File: src/rtl/rv_exec_pipe_if.sv
// Instruction handshake and writeback/status bundle for rv_exec_pipe.
interface rv_exec_pipe_if #(
  parameter int unsigned XLEN = 32,
  parameter int unsigned CNTW = 32
);
  logic [31:0]     inst;
  logic            inst_valid;
  logic            inst_ready;
  logic            hold;
  logic            wb_valid;
  logic [4:0]      wb_rd;
  logic [XLEN-1:0] wb_data;
  logic            illegal;
  logic [CNTW-1:0] retired;

  // Instruction source / result consumer side
  modport master (
    output inst, inst_valid, hold,
    input  inst_ready, wb_valid, wb_rd, wb_data, illegal, retired
  );

  // Execution pipeline side
  modport slave (
    input  inst, inst_valid, hold,
    output inst_ready, wb_valid, wb_rd, wb_data, illegal, retired
  );
endinterface

File: src/rtl/rv_exec_pipe.sv
// Two-stage (ID, EX) RV32I/RV64I OP / OP-IMM execution pipeline with
// EX-to-ID forwarding, illegal-instruction detection and a retire counter.
module rv_exec_pipe #(
  parameter int unsigned XLEN = 32,
  parameter int unsigned NREG = 32,
  parameter int unsigned CNTW = 32
) (
  input  logic          clk,
  input  logic          rst,
  rv_exec_pipe_if.slave bus
);
  localparam int unsigned SHW = $clog2(XLEN);
  localparam int unsigned RIW = $clog2(NREG);
  localparam logic [6:0]  OPC_OP  = 7'b0110011;
  localparam logic [6:0]  OPC_IMM = 7'b0010011;

  typedef struct packed {
    logic            valid;
    logic            ill;
    logic [2:0]      funct3;
    logic            alt;     // SUB / SRA / SRAI variant
    logic [4:0]      rd;
    logic [XLEN-1:0] a;
    logic [XLEN-1:0] b;
  } idex_t;

  idex_t           idex_q, idex_d;
  logic [XLEN-1:0] rf_q [NREG];
  logic [XLEN-1:0] rf_d [NREG];
  logic            wb_valid_q, wb_valid_d;
  logic            illegal_q, illegal_d;
  logic [4:0]      wb_rd_q, wb_rd_d;
  logic [XLEN-1:0] wb_data_q, wb_data_d;
  logic [CNTW-1:0] retired_q, retired_d;

  logic [6:0]      opcode;
  logic [4:0]      rd, rs1, rs2;
  logic [2:0]      funct3;
  logic [6:0]      funct7;
  logic            is_op, is_imm, legal, reg_ok;
  logic            shift_hi_zero, shift_hi_sra;
  logic            accept, fwd_en, retire;
  logic [XLEN-1:0] imm, rs1_val, rs2_val, ex_res;
  logic [SHW-1:0]  shamt;

  assign bus.inst_ready = !bus.hold;
  assign accept         = bus.inst_valid && !bus.hold;

  assign bus.wb_valid = wb_valid_q;
  assign bus.illegal  = illegal_q;
  assign bus.wb_rd    = wb_rd_q;
  assign bus.wb_data  = wb_data_q;
  assign bus.retired  = retired_q;

  // ID: field extraction and legality check
  always_comb begin
    opcode = bus.inst[6:0];
    rd     = bus.inst[11:7];
    funct3 = bus.inst[14:12];
    rs1    = bus.inst[19:15];
    rs2    = bus.inst[24:20];
    funct7 = bus.inst[31:25];
    is_op  = (opcode == OPC_OP);
    is_imm = (opcode == OPC_IMM);
    imm    = {{(XLEN-12){bus.inst[31]}}, bus.inst[31:20]};

    // Immediate shifts: the bits above the shift amount must be zero, or the SRAI pattern
    shift_hi_zero = (XLEN == 64) ? (bus.inst[31:26] == 6'b000000)
                                 : (bus.inst[31:25] == 7'b0000000);
    shift_hi_sra  = (XLEN == 64) ? (bus.inst[31:26] == 6'b010000)
                                 : (bus.inst[31:25] == 7'b0100000);

    reg_ok = (6'(rd) < 6'(NREG)) && (6'(rs1) < 6'(NREG)) &&
             (!is_op || (6'(rs2) < 6'(NREG)));

    legal = 1'b0;
    if (is_op) begin
      legal = (funct7 == 7'b0000000) ||
              ((funct7 == 7'b0100000) && ((funct3 == 3'b000) || (funct3 == 3'b101)));
    end else if (is_imm) begin
      legal = 1'b1;
      if (funct3 == 3'b001) begin
        legal = shift_hi_zero;
      end else if (funct3 == 3'b101) begin
        legal = shift_hi_zero || shift_hi_sra;
      end
    end
    if (!reg_ok) begin
      legal = 1'b0;
    end
  end

  // ID: register read with independent EX-to-ID forwarding per source
  always_comb begin
    fwd_en  = idex_q.valid && !idex_q.ill && (idex_q.rd != 5'd0);
    rs1_val = (fwd_en && (idex_q.rd == rs1)) ? ex_res : rf_q[rs1[RIW-1:0]];
    rs2_val = (fwd_en && (idex_q.rd == rs2)) ? ex_res : rf_q[rs2[RIW-1:0]];

    idex_d        = '0;
    idex_d.valid  = accept;
    idex_d.ill    = !legal;
    idex_d.funct3 = funct3;
    idex_d.alt    = is_op ? bus.inst[30] : ((funct3 == 3'b101) && bus.inst[30]);
    idex_d.rd     = rd;
    idex_d.a      = rs1_val;
    idex_d.b      = is_op ? rs2_val : imm;
  end

  // EX: ALU
  always_comb begin
    shamt  = idex_q.b[SHW-1:0];
    ex_res = '0;
    case (idex_q.funct3)
      3'b000:  ex_res = idex_q.alt ? (idex_q.a - idex_q.b) : (idex_q.a + idex_q.b);
      3'b001:  ex_res = idex_q.a << shamt;
      3'b010:  ex_res = XLEN'($signed(idex_q.a) < $signed(idex_q.b));
      3'b011:  ex_res = XLEN'(idex_q.a < idex_q.b);
      3'b100:  ex_res = idex_q.a ^ idex_q.b;
      3'b101:  ex_res = idex_q.alt ? XLEN'($signed(idex_q.a) >>> shamt) : (idex_q.a >> shamt);
      3'b110:  ex_res = idex_q.a | idex_q.b;
      default: ex_res = idex_q.a & idex_q.b;
    endcase
  end

  // EX: register-file write, writeback outputs and retire counter
  always_comb begin
    retire = idex_q.valid && !idex_q.ill;
    rf_d   = rf_q;
    if (retire && (idex_q.rd != 5'd0)) begin
      rf_d[idex_q.rd[RIW-1:0]] = ex_res;
    end
    wb_valid_d = retire;
    illegal_d  = idex_q.valid && idex_q.ill;
    wb_rd_d    = retire ? idex_q.rd : wb_rd_q;
    wb_data_d  = wb_data_q;
    if (retire) begin
      wb_data_d = (idex_q.rd == 5'd0) ? '0 : ex_res;
    end
    retired_d = retired_q + CNTW'(retire);
  end

  // State registers; reset discards anything in flight
  always_ff @(posedge clk or posedge rst) begin
    if (rst) begin
      idex_q     <= '0;
      rf_q       <= '{default: '0};
      wb_valid_q <= 1'b0;
      illegal_q  <= 1'b0;
      wb_rd_q    <= 5'd0;
      wb_data_q  <= '0;
      retired_q  <= '0;
    end else begin
      idex_q     <= idex_d;
      rf_q       <= rf_d;
      wb_valid_q <= wb_valid_d;
      illegal_q  <= illegal_d;
      wb_rd_q    <= wb_rd_d;
      wb_data_q  <= wb_data_d;
      retired_q  <= retired_d;
    end
  end
endmodule

File: src/flat_wrapper.sv
// flat-port wrapper written by rule: the top's interface ports become plain ports
module rv_exec_pipe_flat 
#(
  parameter int unsigned XLEN = 32,
  parameter int unsigned NREG = 32,
  parameter int unsigned CNTW = 32
)
  (clk, rst, bus_inst, bus_inst_valid, bus_hold, bus_inst_ready, bus_wb_valid, bus_wb_rd, bus_wb_data, bus_illegal, bus_retired);
  rv_exec_pipe_if #(.XLEN(XLEN), .CNTW(CNTW)) bus_i ();
  input  logic clk;
  input  logic rst;
  input wire logic [$bits(bus_i.inst)-1:0] bus_inst;
  input wire logic [$bits(bus_i.inst_valid)-1:0] bus_inst_valid;
  input wire logic [$bits(bus_i.hold)-1:0] bus_hold;
  output wire logic [$bits(bus_i.inst_ready)-1:0] bus_inst_ready;
  output wire logic [$bits(bus_i.wb_valid)-1:0] bus_wb_valid;
  output wire logic [$bits(bus_i.wb_rd)-1:0] bus_wb_rd;
  output wire logic [$bits(bus_i.wb_data)-1:0] bus_wb_data;
  output wire logic [$bits(bus_i.illegal)-1:0] bus_illegal;
  output wire logic [$bits(bus_i.retired)-1:0] bus_retired;
  assign bus_i.inst = bus_inst;
  assign bus_i.inst_valid = bus_inst_valid;
  assign bus_i.hold = bus_hold;
  assign bus_inst_ready = bus_i.inst_ready;
  assign bus_wb_valid = bus_i.wb_valid;
  assign bus_wb_rd = bus_i.wb_rd;
  assign bus_wb_data = bus_i.wb_data;
  assign bus_illegal = bus_i.illegal;
  assign bus_retired = bus_i.retired;
  rv_exec_pipe #(.XLEN(XLEN), .NREG(NREG), .CNTW(CNTW)) u_core (.clk(clk), .rst(rst), .bus(bus_i));
endmodule
File: config.mk
export PLATFORM = sky130hd
export DESIGN_NAME = rv_exec_pipe_flat
export DESIGN_NICKNAME = d
export VERILOG_FILES = /design/src/rtl/rv_exec_pipe_if.sv /design/src/rtl/rv_exec_pipe.sv /design/src/flat_wrapper.sv
export SDC_FILE = /design/constraint.sdc
export NUM_CORES = 2
export LEC_CHECK = 0
export CAP_MARGIN = 20
export CORE_MARGIN = 2
export CORE_UTILIZATION = 35
export DETAILED_ROUTE_END_ITERATION = 16
export HOLD_SLACK_MARGIN = 0.08
export PLACE_DENSITY = 0.58
export SLEW_MARGIN = 20
export SYNTH_ARGS = -nofsm -noshare
export SYNTH_HDL_FRONTEND = slang
export SYNTH_SLANG_ARGS = --single-unit
File: constraint.sdc
create_clock -name clk -period 44.3 [get_ports clk]
set_input_delay 8.86 -clock clk [delete_from_list [all_inputs] [get_ports clk]]
set_output_delay 8.86 -clock clk [all_outputs]
set_load 0.01 [all_outputs]
# == Yosys cells after proc, flatten, opt, wreduce, memory -nomap -nowiden ==
# Index checks and enable logic that the tools add are counted.
# op_classes
shifts,3
reduce_logical,20
bitwise,6
n_eq_ne,13
add_sub_neg,3
muxes,21
order_cmp,6
# ops
cell,n
$bwmux W1024,1
$mux W32,11
$bmux W32 S5,2
$pmux W32 S7,1
$demux W32 S5,1
$lt A32 B32 Y1,2
$add A32 B1 Y32,1
$add A32 B32 Y32,1
$and A32 B32 Y32,1
$or A32 B32 Y32,1
$shl A32 B5 Y32,1
$shr A32 B5 Y32,1
$sshr A32 B5 Y32,1
$sub A32 B32 Y32,1
$xor A32 B32 Y32,1
$ge A6 B6 Y1 const B,3
$not A5 Y6,3
$eq A7 B6 Y1 const B,2
$eq A3 B3 Y1 const B,4
$eq A5 B5 Y1,2
$logic_and A1 B1 Y1,9
$eq A7 B5 Y1 const B,1
$logic_not A7 Y1,1
$eq A3 B1 Y1 const B,2
8 further kinds,18
# totals
regBits,1170
word_cells,116
inputBits,36
output_inout_bits,72

# == Longest topological paths before layout ==
# depth
ltp_word,7
mapped_depth,17
ltp_nobuf,13

# == Worst setup path after synthesis ==
# OpenSTA, ideal clock, no wires.
# synth_path
path_kind,input-to-output
from,input port bus_hold
to,output port bus_inst_ready
path_buffers,0
required_time_ns,35.440
stages,1
t_arrival_ns,8.931
setup_slack_ns,26.509
path_cell_list,inv_1
# synth_between
elab_chain_len,1
# synth_rtl
element,line_no,text
"start, declared",flat_wrapper.sv:14,input wire logic [$bits(bus_i.hold)-1:0] bus_hold;
$logic_not A1 Y1,rv_exec_pipe.sv:46,assign bus.inst_ready = !bus.hold;
"end, declared",flat_wrapper.sv:15,output wire logic [$bits(bus_i.inst_ready)-1:0] bus_inst_ready;
# No other way between the ends.

# == Worst setup path after layout ==
# Ends and elaborated chain as after synthesis.

==> results.py <==
metrics = {
    "run_status": {
        "status": "finished clean",
    },
    "clock_tree": {
        "tritoncts": "built",
        "hold_buffers": 0,
        "cts-root-buf": "clkbuf_16",
        "post-cts-setup-buffers": 0,
        "path_clk_slew_ps": 60,
        "cts_sinks": 1170,
        "cts_resized": 0,
        "htreeDepth": 3,
        "clockBufferDepth": 3,
        "clk_latency_ps": 770,
        "cts_buffers": 116,
    },
    "synth": {
        "synthCells": 6165,
        "syn_area_per_cell_sq_um": 10.8,
        "yosysUniqueCellTypes": 96,
        "seq_area_frac_synth_pct": 44.0,
        "synth_largest_area_cell": "dfrtp_1",
        "synthTopCellsByArea": "dfrtp_1 (44%), mux4_2 (22%), o21ai_0 (8.2%), nand2_1 (7.1%), clkbuf_1 (2.4%)",
        "ys_ff_latch": 1170,
        "syn_nets": 6302,
        "synth_edf_count": 0,
        "ys.warnings.count": 0,
        "async_flop_share_pct": 100,
        "synth_top_flop_cell": "dfrtp_1",
        "netlist.area_leader.share_pct": 44.0,
        "synth_area_sq_um": 66600,
    },
    "detailed_routing": {
        "wl_um": 227000,
        "wire_per_inst_um": 26.7,
        "route.antenna.remaining_nets": 0,
        "vias": 49828,
        "drc_errors": 0,
        "via_per_inst": 5.85,
        "first_iter_violations": 4984,
        "firstDrtPassIters": 6,
    },
    "critical_path": {
        "cp.arrival_ps": 9860,
        "critPathLaunchType": "input pin",
        "cp.required_ps": 35440,
        "critPathMostFrequentCell": "clkdlybuf4s50_1",
        "critPathMaxStageDelay_ps": 530,
        "path_cells": "clkdlybuf4s50_1 -> inv_1 -> clkdlybuf4s50_1",
        "end_kind": "primary output",
        "cpMaxStageDelayCell": "clkdlybuf4s50_1",
        "path_max_fanout": 2,
        "criticalPathCategory": "in -> out",
    },
    "place": {
        "gp_congestion": 0.977,
        "dp.final_hpwl_um": 141000,
        "place.port_buffers": 107,
        "pre_cts_ws_ps": 25570,
    },
    "worst_hold_path": {
        "min_path_type": "reg -> reg",
    },
    "timing": {
        "finalCritPeriodShare_pct": 42.3,
        "rsz0062_at_grt": "false",
        "slew_headroom_pct": 22.7,
        "fmax_mhz": 53.4,
        "period_needed_ps": 18720,
        "setup_tns_ps": 0,
        "worst_pin_slew_ps": 1160,
        "finalHoldViolCount": 0,
        "setup_viol_count_final": 0,
        "drv_slew": 0,
        "skew_ps": 50.3,
        "finalWorstSetupSlack_ps": 25580,
    },
    "die": {
        "die_w_um": 440,
        "rows": 160,
        "ios": 108,
        "die_h_um": 440,
        "die_area_sq_um": 194000,
        "coreArea_sq_um": 190000,
        "start_util_pct": 35.1,
    },
    "grt": {
        "grt_pass1_wl_um": 338000,
        "use_met1_pct": 31.7,
        "gr-total-overflow": 0,
        "grt-busiest-layer": "met2",
        "use_met2_pct": 37.9,
        "met3_usage_pct": 3.34,
        "grt_pass1_vias": 49546,
        "grt_antenna_before_repair": 5,
        "grt_max_degree": 130,
        "gr-usage-all-layers_pct": 23.5,
    },
    "job": {
        "max_cap_viol_count": 0,
    },
    "finish": {
        "area_growth_syn_to_layout_pct": 10.9,
        "drive_gt1_share_pct": 20.4,
        "nNetsFinal": 6040,
    },
    "power": {
        "power_density_nw_per_um2": 32.0,
        "vdd_drop_max_v": 0.0000321,
        "power_leakage_nw": 30.6,
    },
}
-- power breakdown --
| group | switching (mW) | internal (mW) |
|---|---|---|
| sequential | 0.00665 | 1.07 |
| clock | 0.447 | 0.636 |
| combinational | 0.142 | 0.0546 |
| total | 0.596 | 1.76 |
-- synth_stat cells, types with 13 or more instances --
cell type,count
o221ai_1,26
o21ai_2,61
inv_1,115
a21oi_1,172
nor2b_1,23
o22ai_1,13
xor2_1,18
nand3_1,33
xnor2_1,47
clkbuf_1,433
o21ai_1,51
a211oi_1,31
nand2_1,1260
buf_2,61
ha_1,99
o21ai_0,1090
nand4_1,15
mux2i_1,75
o211ai_1,27
mux2_2,51
clkbuf_2,43
mux4_2,665
buf_1,63
nor2_1,201
dfrtp_1,1170
and3_1,14
nor3_1,29
nor4_1,14
a31oi_1,19
-- final cells by class --
type	count	area, sq um
tap	2511	3140
inverter	125	479
antenna	1	2.50
timing repair buffer	236	2130
clock buffer	161	3370
multi-input combinational	4254	34600
fill	18157	116000
sequential	1170	29300
clock inverter	55	822
-- worst paths after layout --
| path | from | to | slack, ps | cells past startpoint |
|---|---|---|---|---|
| setup / recovery | bus_hold | bus_inst_ready | 25580 | 3 |
| hold / removal | u_core.rf_q[996] | u_core.rf_q[996] | 400 | 0 |
| setup reg to reg | u_core.idex_q[0] | u_core.idex_q[30] | 38350 | 15 |
| hold reg to reg | u_core.rf_q[996] | u_core.rf_q[996] | 400 | 0 |
| max in group asynchronous | rst | u_core.rf_q[706] | 30960 | 7 |
| min in group asynchronous | rst | u_core.rf_q[365] | 8640 | 2 |
-- critical path, delay by kind of cell --
family / cells / cell delay (ps)
buffers and inverters: 3 / 1010
-- state kept, by name (all words and copies together), names as in the netlist --
signal and cells:
u_core.bus.wb_data 32, u_core.bus.illegal 1, u_core.bus.wb_valid 1, u_core.rf_q 1024, u_core.bus.wb_rd 5, u_core.idex_q 75, u_core.bus.retired 32
-- layout by cell type, fill, tap and decap left out, types with 15 or more instances in the layout --
cell,count
clkbuf_8,23
nand4_1,15
ha_1,99
clkbuf_1,19
clkdlybuf4s50_1,97
dfrtp_1,1165
a31oi_1,19
nand2_4,31
mux2_2,51
inv_1,114
buf_4,128
mux2i_1,75
o21ai_0,1088
o211ai_1,27
bufinv_16,18
nand3_1,32
o21ai_1,50
a21oi_1,171
nor3_1,27
nor2_1,200
clkbuf_16,119
xor2_1,18
a211oi_1,31
nor2b_1,23
clkinv_2,27
o21ai_2,64
mux4_2,665
nand2_1,1228
xnor2_1,47
o221ai_1,26
-- per-layer routing --
metal	routed length (um)	vias up
li1	-	21875
met1	93500	25574
met2	108000	1968
met3	15800	411
met4	9890	0
met5	0	-
-- cell families after synthesis --
family / count (synthesis) / synth area share (%)
XOR/XNOR: 65 / 0.855
flip-flops: 1170 / 44.0
AO/OA/AOI/OAI: 1657 / 14.2
AND/OR/NAND/NOR: 1636 / 9.83
multiplexers: 795 / 24.6
buffers and inverters: 741 / 4.61
adder cells (fa/ha/maj): 101 / 1.92
-- metrics by stage --
step / cell area [sq um] / cells / utilization [%] / hold slack (ps) / power [mW]
CTS: 73700 / 8509 / 38.9 / 397 / 2.38
floorplan: 66600 / 6165 / - / 441 / 1.23
global route: 73800 / 8512 / 38.9 / 408 / 2.43
global placement: 69500 / 8293 / 36.7 / 376 / 1.29
finish: 73800 / 8513 / 38.9 / 397 / 2.36
detailed placement: 69500 / 8293 / 36.7 / 383 / 1.29
(Power assumes the default switching activity.)
